$ cat src/rtl/tmu2_burst_pkg.sv
// Shared constants and lane helpers for the TMU2 burst assembler.
package tmu2_burst_pkg;
    localparam int PIX_W         = 16;
    localparam int PIX_PER_BURST = 16;
    localparam int IDX_W         = 4;
    localparam int BURST_W       = 256;
    localparam int SEL_W         = 16;

    // MSB position of pixel lane idx inside the burst: 255 - 16*idx
    function automatic logic [7:0] lane_msb(input logic [IDX_W-1:0] idx);
        return {~idx, 4'hF};
    endfunction
endpackage

$ cat src/rtl/tmu2_burst_lane_wr.sv
// Inserts one pixel into a burst data/mask pair, optionally starting from an empty line.
module tmu2_burst_lane_wr
    import tmu2_burst_pkg::*;
(
    input  logic [BURST_W-1:0] data_in,
    input  logic [SEL_W-1:0]   sel_in,
    input  logic               clear,
    input  logic [IDX_W-1:0]   idx,
    input  logic [PIX_W-1:0]   color,
    output logic [BURST_W-1:0] data_out,
    output logic [SEL_W-1:0]   sel_out
);
    always_comb begin
        data_out = clear ? '0 : data_in;
        sel_out  = clear ? '0 : sel_in;
        data_out[lane_msb(idx) -: PIX_W] = color;
        sel_out[~idx] = 1'b1;
    end
endmodule

$ cat src/rtl/tmu2_burst_asm.sv
// TMU2 burst assembler: merges same-line pixels into 256-bit FML bursts.
// Build option TMU2_BURST_FULL_EMIT_EN emits a line as soon as all 16 lanes are written.
module tmu2_burst_asm
    import tmu2_burst_pkg::*;
#(
    parameter int fml_depth = 26
) (
    input  logic                 sys_clk,
    input  logic                 sys_rst_n,
    input  logic                 flush,
    output logic                 busy,
    input  logic                 pipe_stb_i,
    output logic                 pipe_ack_o,
    input  logic [PIX_W-1:0]     color,
    input  logic [fml_depth-2:0] dadr,
    output logic                 pipe_stb_o,
    input  logic                 pipe_ack_i,
    output logic [fml_depth-6:0] burst_addr,
    output logic [SEL_W-1:0]     burst_sel,
    output logic [BURST_W-1:0]   burst_do
);
    localparam int TAG_W = fml_depth - 5;

    logic [TAG_W-1:0]   tag, acc_tag, out_tag;
    logic [IDX_W-1:0]   idx;
    logic [BURST_W-1:0] acc_data, out_data, wr_data;
    logic [SEL_W-1:0]   acc_sel, out_sel, wr_sel;
    logic               acc_valid, out_valid;
    logic               tag_match, out_free, accept, move, clear, acc_full;

    assign tag       = dadr[fml_depth-2:IDX_W];
    assign idx       = dadr[IDX_W-1:0];
    assign tag_match = (tag == acc_tag);
    assign out_free  = ~out_valid | pipe_ack_i;

    assign pipe_ack_o = ~acc_valid | tag_match | out_free;
    assign accept     = pipe_stb_i & pipe_ack_o;

`ifdef TMU2_BURST_FULL_EMIT_EN
    assign acc_full = &acc_sel;
`else
    assign acc_full = 1'b0;
`endif

    // A pixel accepted together with flush wins; flush moves the line on a later cycle.
    assign move  = acc_valid & out_free &
                   ((pipe_stb_i & ~tag_match) | (flush & ~accept) | acc_full);
    assign clear = ~acc_valid | move;

    tmu2_burst_lane_wr u_lane_wr (
        .data_in  (acc_data),
        .sel_in   (acc_sel),
        .clear    (clear),
        .idx      (idx),
        .color    (color),
        .data_out (wr_data),
        .sel_out  (wr_sel)
    );

    always_ff @(posedge sys_clk or negedge sys_rst_n) begin
        if (!sys_rst_n) begin
            acc_valid <= 1'b0;
            acc_tag   <= '0;
            acc_sel   <= '0;
            acc_data  <= '0;
        end else if (accept) begin
            acc_valid <= 1'b1;
            acc_tag   <= tag;
            acc_sel   <= wr_sel;
            acc_data  <= wr_data;
        end else if (move) begin
            acc_valid <= 1'b0;
            acc_sel   <= '0;
        end
    end

    always_ff @(posedge sys_clk or negedge sys_rst_n) begin
        if (!sys_rst_n) begin
            out_valid <= 1'b0;
            out_tag   <= '0;
            out_sel   <= '0;
            out_data  <= '0;
        end else if (move) begin
            out_valid <= 1'b1;
            out_tag   <= acc_tag;
            out_sel   <= acc_sel;
            out_data  <= acc_data;
        end else if (pipe_ack_i) begin
            out_valid <= 1'b0;
        end
    end

    assign pipe_stb_o = out_valid;
    assign burst_addr = out_tag;
    assign burst_sel  = out_sel;
    assign burst_do   = out_data;
    assign busy       = acc_valid | out_valid;
endmodule
$ cat config.mk
export PLATFORM = sky130hd
export DESIGN_NAME = tmu2_burst_asm
export DESIGN_NICKNAME = d
export VERILOG_FILES = /design/src/rtl/tmu2_burst_pkg.sv /design/src/rtl/tmu2_burst_lane_wr.sv /design/src/rtl/tmu2_burst_asm.sv
export SDC_FILE = /design/constraint.sdc
export NUM_CORES = 1
export LEC_CHECK = 0
export BUFFER_PORTS_ARGS = -buffer_cell sky130_fd_sc_hd__buf_2
export CAP_MARGIN = 20
export CELL_PAD_IN_SITES_DETAIL_PLACEMENT = 0
export CELL_PAD_IN_SITES_GLOBAL_PLACEMENT = 1
export CORE_AREA = 10 10 258 260
export DETAILED_ROUTE_END_ITERATION = 10
export DIE_AREA = 0 0 268 270
export GPL_ROUTABILITY_DRIVEN = 0
export PLACE_DENSITY_LB_ADDON = 0.1
export SYNTH_ARGS = -nofsm -noshare
export SYNTH_HDL_FRONTEND = slang
export SYNTH_HIERARCHICAL = 1
export SYNTH_SLANG_ARGS = --single-unit
$ cat constraint.sdc
create_clock -name sys_clk -period 3.1 [get_ports sys_clk]
set_input_delay 0.62 -clock sys_clk [delete_from_list [all_inputs] [get_ports sys_clk]]
set_output_delay 0.62 -clock sys_clk [all_outputs]
set_load 0.03 [all_outputs]
==> results.md, run 1 <==
- Residual DRC count: 0
- Overflow after GRT: 0
- Max cap viols: 0
- Worst-Margin Slew: 0.948 ns
- Synth Register Bits: 588
- Vias in the first global route: 17100
- Final ANT Viol Nets: 0
- Critical path startpoint category: register
- Setup TNS Final: 0 ns
- Post CTS Setup Buffer Count: 0
- CTS Buffer Depth: 3
- Final core occ: 52.4%
- Leak pwr: 16.5 nW
- Headroom to the max-slew limit: 36.6%
- RSZ-0062 raised after global routing: no
- Final setup violation count: 0
- NumNets Final: 2300
- Area growth syn-to-layout: 17.2%
- Max-slew violations: 0
- Avg Cell Area, Syn: 14.2 um2
- Routed vias: 16400
- Initial antenna violation count: 4
- Largest net degree at the start of global routing: 125
- Crit path required time: 2.48 ns
- Fraction of registers with async set/reset: 100%
- WP data arrival: 2.39 ns
- Post-synthesis sequential area ratio: 53.7%
- CP endpoint kind: primary output
- Min cycle time layout: 3.01 ns
- H-tree depth: 3
- Clk sink count: 588
- Syn_nets: 1973
- IO Pins: 342
- Worst-skew pair later-pin latency: 0.59 ns
- Clock buffer count from CTS: 68
- Crit share post-route: 97.2%
- Die ar.: 72400 um2
- CTS root buf: clkbuf_16
- VDD IR-drop max: 0.000384 V
- Gr usage total: 20.3%
- Initial core utilization: 44.7%
- Final wirelength: 73.5 mm
- Post-Synthesis Cell Area: 27400 um2
- Skew final: 0.0192 ns
- Core Box Area: 61300 um2
- CTS tree: yes
- Mean routed wirelength per cell: 23.8 um
- # port buffers: 341
- Synth Instances: 1927
- Power per cell area: 647 nW/um2
- Die width: 268 um
- Setup CP Type: reg -> out
- Most used flip-flop cell after synthesis: dfrtp_1
- Maximum clock rate: 332 MHz
- Yosys cell types: 33
- First-pass GRT wire length: 112 mm
- Hold Crit Class: in -> reg
- EDFF count, synth: 0
- Status: finished, final reports clean
- Die height: 270 um
- Vias per cell: 5.30
- Worst-path fanout max: 3
- Initial DRC count: 774
- Pre-antenna DRT Iters: 6
- HPWL reported at the end of detailed placement: 47.2 mm
- Hold_ws: 0.294 ns
- Hold Vio Cnt, Final: 0
- Std-Cell Rows: 91
- Ys Warns: 6
- CTS clock-pin slew for the worst setup and hold paths: 0.06 ns
- Layout cells sized above 1: 58.1%
[what timing repair did]
item,4_1_cts,5_1_grt
hold endpoints to repair,38,0
gates resized for setup,0,2
hold buffers,1,0
endpoints found under the setup margin,0,1
[per-stage QoR]
stage	instance area [um2]	total power (W)	setup WS [ns]	cells
2_1_floorplan	27400	0.0118	0.506	1927
3_3_place_gp	30000	0.0133	0.121	2973
5_1_grt	32100	0.0217	0.00436	3088
3_5_place_dp	30000	0.0134	0.101	2973
4_1_cts	32100	0.0211	0.0275	3088
6_report	32100	0.0208	0.0869	3090
[cells by family after synthesis]
group / count (synthesis) / share of synthesized area, %
flip-flops: 588 / 53.7
XOR/XNOR: 21 / 0.672
multiplexers: 826 / 34.2
AO/OA/AOI/OAI: 39 / 1.06
AND/OR/NAND/NOR: 292 / 6.95
buffers and inverters: 161 / 3.38
[sequential cells by signal, indices dropped and copies added, names as in the netlist]
signal	flops
burst_addr	21
burst_do	256
pipe_stb_o	1
acc_data	256
acc_tag	21
acc_valid	1
burst_sel	16
acc_sel	16
[power breakdown]
part	switching, W	internal, W
Clock	0.00312	0.00451
Sequential	0.000574	0.00848
Combinational	0.00248	0.00161
Total	0.00617	0.0146
[layout make-up]
| type | count | area [um2] |
|---|---|---|
| clock buffer | 104 | 2040 |
| sequential | 588 | 14700 |
| clock inverter | 10 | 56.3 |
| fill | 5242 | 29200 |
| multi-input combinational | 1178 | 11800 |
| timing repair buffer | 400 | 2420 |
| tap | 790 | 988 |
| antenna | 2 | 5.00 |
| inverter | 18 | 67.6 |
[worst paths after layout]
| kind | startpoint | to | slack [ns] | depth (start not counted) |
|---|---|---|---|---|
| max in group asynchronous | sys_rst_n | burst_do[134] | 1.56 | 3 |
| worst max-delay path | acc_tag[20] | pipe_ack_o | 0.09 | 5 |
| worst max register to register | acc_tag[16] | acc_data[229] | 0.37 | 11 |
| worst min register to register | burst_do[103] | burst_do[103] | 0.50 | 1 |
| worst min-delay path | dadr[19] | acc_tag[15] | 0.29 | 2 |
| min in group asynchronous | sys_rst_n | acc_data[51] | 0.54 | 2 |
[Yosys cell counts (all sizes together), types with 5 or more instances]
| cell type | instances | area [um2] |
|---|---|---|
| a32o | 16 | 160 |
| buf | 94 | 673 |
| clkbuf | 49 | 184 |
| dfrtp | 588 | 14700 |
| inv | 18 | 67.6 |
| mux2 | 826 | 9370 |
| nand2 | 5 | 18.8 |
| nand4bb | 6 | 67.6 |
| nor2b | 256 | 1600 |
| o21ai | 19 | 95.1 |
| xnor2 | 7 | 61.3 |
| xor2 | 14 | 123 |
[worst max-delay path, cell delays in order, from the launching register on]
cell and delay [ns]:
dfrtp_1 0.40, xor2_1 0.17, nor4_1 0.49, and4_1 0.38, a21o_1 0.16, buf_2 0.20
[layout by cell type, fill, tap and decap left out, types with 18 or more instances in the layout]
cell	synthesis	routed
buf_12	2	21
buf_2	59	340
buf_4	9	37
clkbuf_1	49	19
clkbuf_16	0	71
dfrtp_1	588	588
inv_1	18	18
mux2_2	808	808
mux2_4	18	18
nor2b_1	256	256
o21ai_0	19	18
[per-layer routing]
| metal | GRT usage (%) | wire, um | vias up |
|---|---|---|---|
| met1 | 27.2 | 32700 | 8592 |
| met4 | 4.43 | 1070 | 0 |
| met5 | 0 | 0 | - |
| met2 | 34.0 | 36400 | 276 |
| li1 | - | - | 7429 |
| met3 | 3.37 | 3320 | 72 |
No activity file was read; power rests on OpenSTA's default activity.
==> inputs of run 2 (changes only) <==
BUFFER_PORTS_ARGS = -buffer_cell sky130_fd_sc_hd__clkbuf_2   (was -buffer_cell sky130_fd_sc_hd__buf_2)
==> run 2 against run 1 <==
Effect of this change:
- sequential power about the same
- utilization up 0.63 points
- worst setup slack better by 0.026 ns
- sequential share of layout area down 0.55 points
- global-route usage up 0.15 points
- final cell count up 0.71%
- largest cell class unchanged
==> results.md, run 2 (synthesis results as in run 1) <==
- Sw frac: 29.2% (-0.45 points)
- CTS root buf: clkbuf_16
- HPWL reported at the end of detailed placement: 48.5 mm (+2.8%)
- Max cap viols: 0 (unchanged)
- Max Used Layer: met4
- Gr usage total: 20.5% (+0.15 points)
- Maximum clock rate: 335 MHz (+0.89%)
- Core Box Area: 61300 um2 (unchanged)
- Vias in the first global route: 17200 (+0.59%)
- Pre-antenna DRT Iters: 4 (-2)
- CTS tree: yes
- Layout cells sized above 1: 58.5% (+0.36 points)
- Initial DRC count: 948 (+22%)
- Area growth syn-to-layout: 18.6%
- Area post-placement: 30200 um2 (+0.87%)
- Worst-path fanout max: 3 (unchanged)
- VDD IR-drop max: 0.000398 V (+3.8%)
- Worst-Margin Slew: 0.880 ns (-0.0681 ns)
- Clock buffer count from CTS: 67 (-1.5%)
- Headroom to the max-slew limit: 41.3% (+4.7 points)
- CP Cell Sequence: xor2_1 > nor4_2 > buf_4 > and4_1 > a21o_1 > clkbuf_2
- Post-route cell area: 32500 um2 (+1.2%)
- Status: finished, final reports clean
- Worst reg2reg path depth: 7 (-4)
- Critical path's top delay family: simple AND/OR/NAND/NOR gates
- Hold Crit Class: in -> async
- Psw: 0.00622 W (+0.93%)
- Final core occ: 53.0% (+0.63 points)
- Die height: 270 um (unchanged)
- Initial core utilization: 44.7% (unchanged)
- PnR worst setup slack: 0.113 ns (+0.0265 ns)
- Final setup violation count: 0 (unchanged)
- Clk sink count: 588 (unchanged)
- Worst r2r src: acc_tag[19]
- Setup TNS Final: 0 ns (unchanged)
- Routed vias: 16400 (+0.21%)
- DR WL met3: 3.75 mm (+13%)
- CTS Hold Bufs: 0 (-1)
- Commonest non-fill, non-tap cell in the layout: mux2_2
- Place WS: 0.0433 ns (-0.0578 ns)
- Std-Cell Rows: 91 (unchanged)
- Met1 wire length: 32.1 mm (-2.0%)
- IO Pins: 342 (unchanged)
- Max-slew violations: 0 (unchanged)
- Power per cell area: 655 nW/um2 (+1.3%)
- Die ar.: 72400 um2 (unchanged)
- Leak pwr: 16.5 nW (-0.14%)
- Reg2Reg Setup Slack: 0.45 ns (+0.08 ns)
- Setup CP Type: reg -> out
- First-pass GRT wire length: 113 mm (+0.62%)
- Crit share post-route: 96.3% (-0.85 points)
- H-tree depth: 3 (unchanged)
- Commonest cells after routing, fill and taps aside: 808 x mux2_2, 588 x dfrtp_1, 340 x clkbuf_2
- Mean routed wirelength per cell: 23.8 um (+0.17%)
- Crit-path max cell delay: 0.40 ns (-0.09 ns)
- Overflow after GRT: 0 (unchanged)
- RSZ-0062 raised after global routing: no
- Residual DRC count: 0 (unchanged)
- CP endpoint kind: primary output
- Final ANT Viol Nets: 0 (unchanged)
- Total Power: 0.0213 W (+2.5%)
- Vias per cell: 5.27 (-0.49%)
- Internal power: 0.0151 W (+3.1%)
- Final wirelength: 74.2 mm (+0.89%)
- Sequential power share: 42.7% (-0.9 points)
- Critical path startpoint category: register
- # port buffers: 341 (unchanged)
- Clock group share of total power: 37.7% (+1.0 points)
- CTS Buffer Depth: 3 (unchanged)
- NumNets Final: 2316 (+0.70%)
- WP data arrival: 2.37 ns (-0.02 ns)
- Filler Cells Inserted: 5278 (+0.69%)
- Largest net degree at the start of global routing: 82 (-34%)
- Critical R2R Capture: burst_sel[9]
- Die width: 268 um (unchanged)
- Worst-skew pair later-pin latency: 0.59 ns (about the same)
- Min cycle time layout: 2.99 ns (-0.0265 ns)
- Slowest stage cell on the critical path: dfrtp_1
- Crit path required time: 2.48 ns (about the same)
- Initial antenna violation count: 6 (+2)
- Worst path buffer plus inverter count: 2 (+1)
- Crit path launch: acc_tag[14]
- Combinational Power Share: 19.6% (about the same)
- Hold Vio Cnt, Final: 0 (unchanged)
- Skew final: 0.0106 ns (-0.00854 ns)
- Routed wl met2: 37.3 mm (+2.5%)
- CTS clock-pin slew for the worst setup and hold paths: 0.06 ns (about the same)
[run 2: cell count changes in the layout (fill, tap and decap cells not counted), sizes merged]
cell / before / now
diode: 2 / 4
clkinv: 8 / 4
bufinv: 0 / 4
buf: 399 / 77
dlygate4sd3: 1 / 0
clkbuf: 104 / 447
[run 2: how the worst max path moves through the flow]
stage	end	slack, ns	cells past startpoint
5_1_grt	pipe_ack_o	0.03	6
3_5_place_dp	acc_data[218]	0.04	9
4_1_cts	pipe_ack_o	0.06	6
2_1_floorplan	acc_data[128]	0.51	11
3_3_place_gp	acc_data[219]	0.1	9
6_report	pipe_ack_o	0.11	6
[run 2: repair_timing]
action	4_1_cts	5_1_grt
endpoints found under the setup margin	1	1
gates resized for setup	1	1
setup buffers	0	0
gates cloned	0	0
[run 2: power by group through the flow]
| stage | Clock, W | Sequential [W] | Combinational (W) |
|---|---|---|---|
| finish | 0.00803 | 0.00909 | 0.00417 |
| global route | 0.00858 | 0.00919 | 0.00446 |
| CTS | 0.00826 | 0.00910 | 0.00425 |
| detailed placement | 0 | 0.00924 | 0.00423 |
| global placement | 0 | 0.00921 | 0.00418 |
| floorplan | 0 | 0.00996 | 0.00186 |
[run 2: final cells by class]
type                            count  area [um2]  area share (%)
Timing Repair Buffer              417        2680            8.24
Tap cell                          790         988            3.04
Inverter                           18        67.6           0.208
Antenna cell                        4        10.0          0.0308
Clock buffer                      107        2070            6.38
Multi-Input combinational cell   1178       11800            36.3
Clock inverter                     10         156           0.482
Sequential cell                   588       14700            45.3
[run 2: per-layer routing]
metal  track usage, %  up-vias
li1                 -     7449
met1             26.8     8572
met2             34.8      309
met3             3.50       74
met4             4.68        0
met5                0        -
[run 2: per-stage QoR]
step / hold WS [ns] / cells
2_1_floorplan: 0.324 / 1927
4_1_cts: 0.0325 / 3108
6_report: 0.0104 / 3112
5_1_grt: 0.0524 / 3108
3_3_place_gp: 0.489 / 2991
3_5_place_dp: 0.495 / 2991
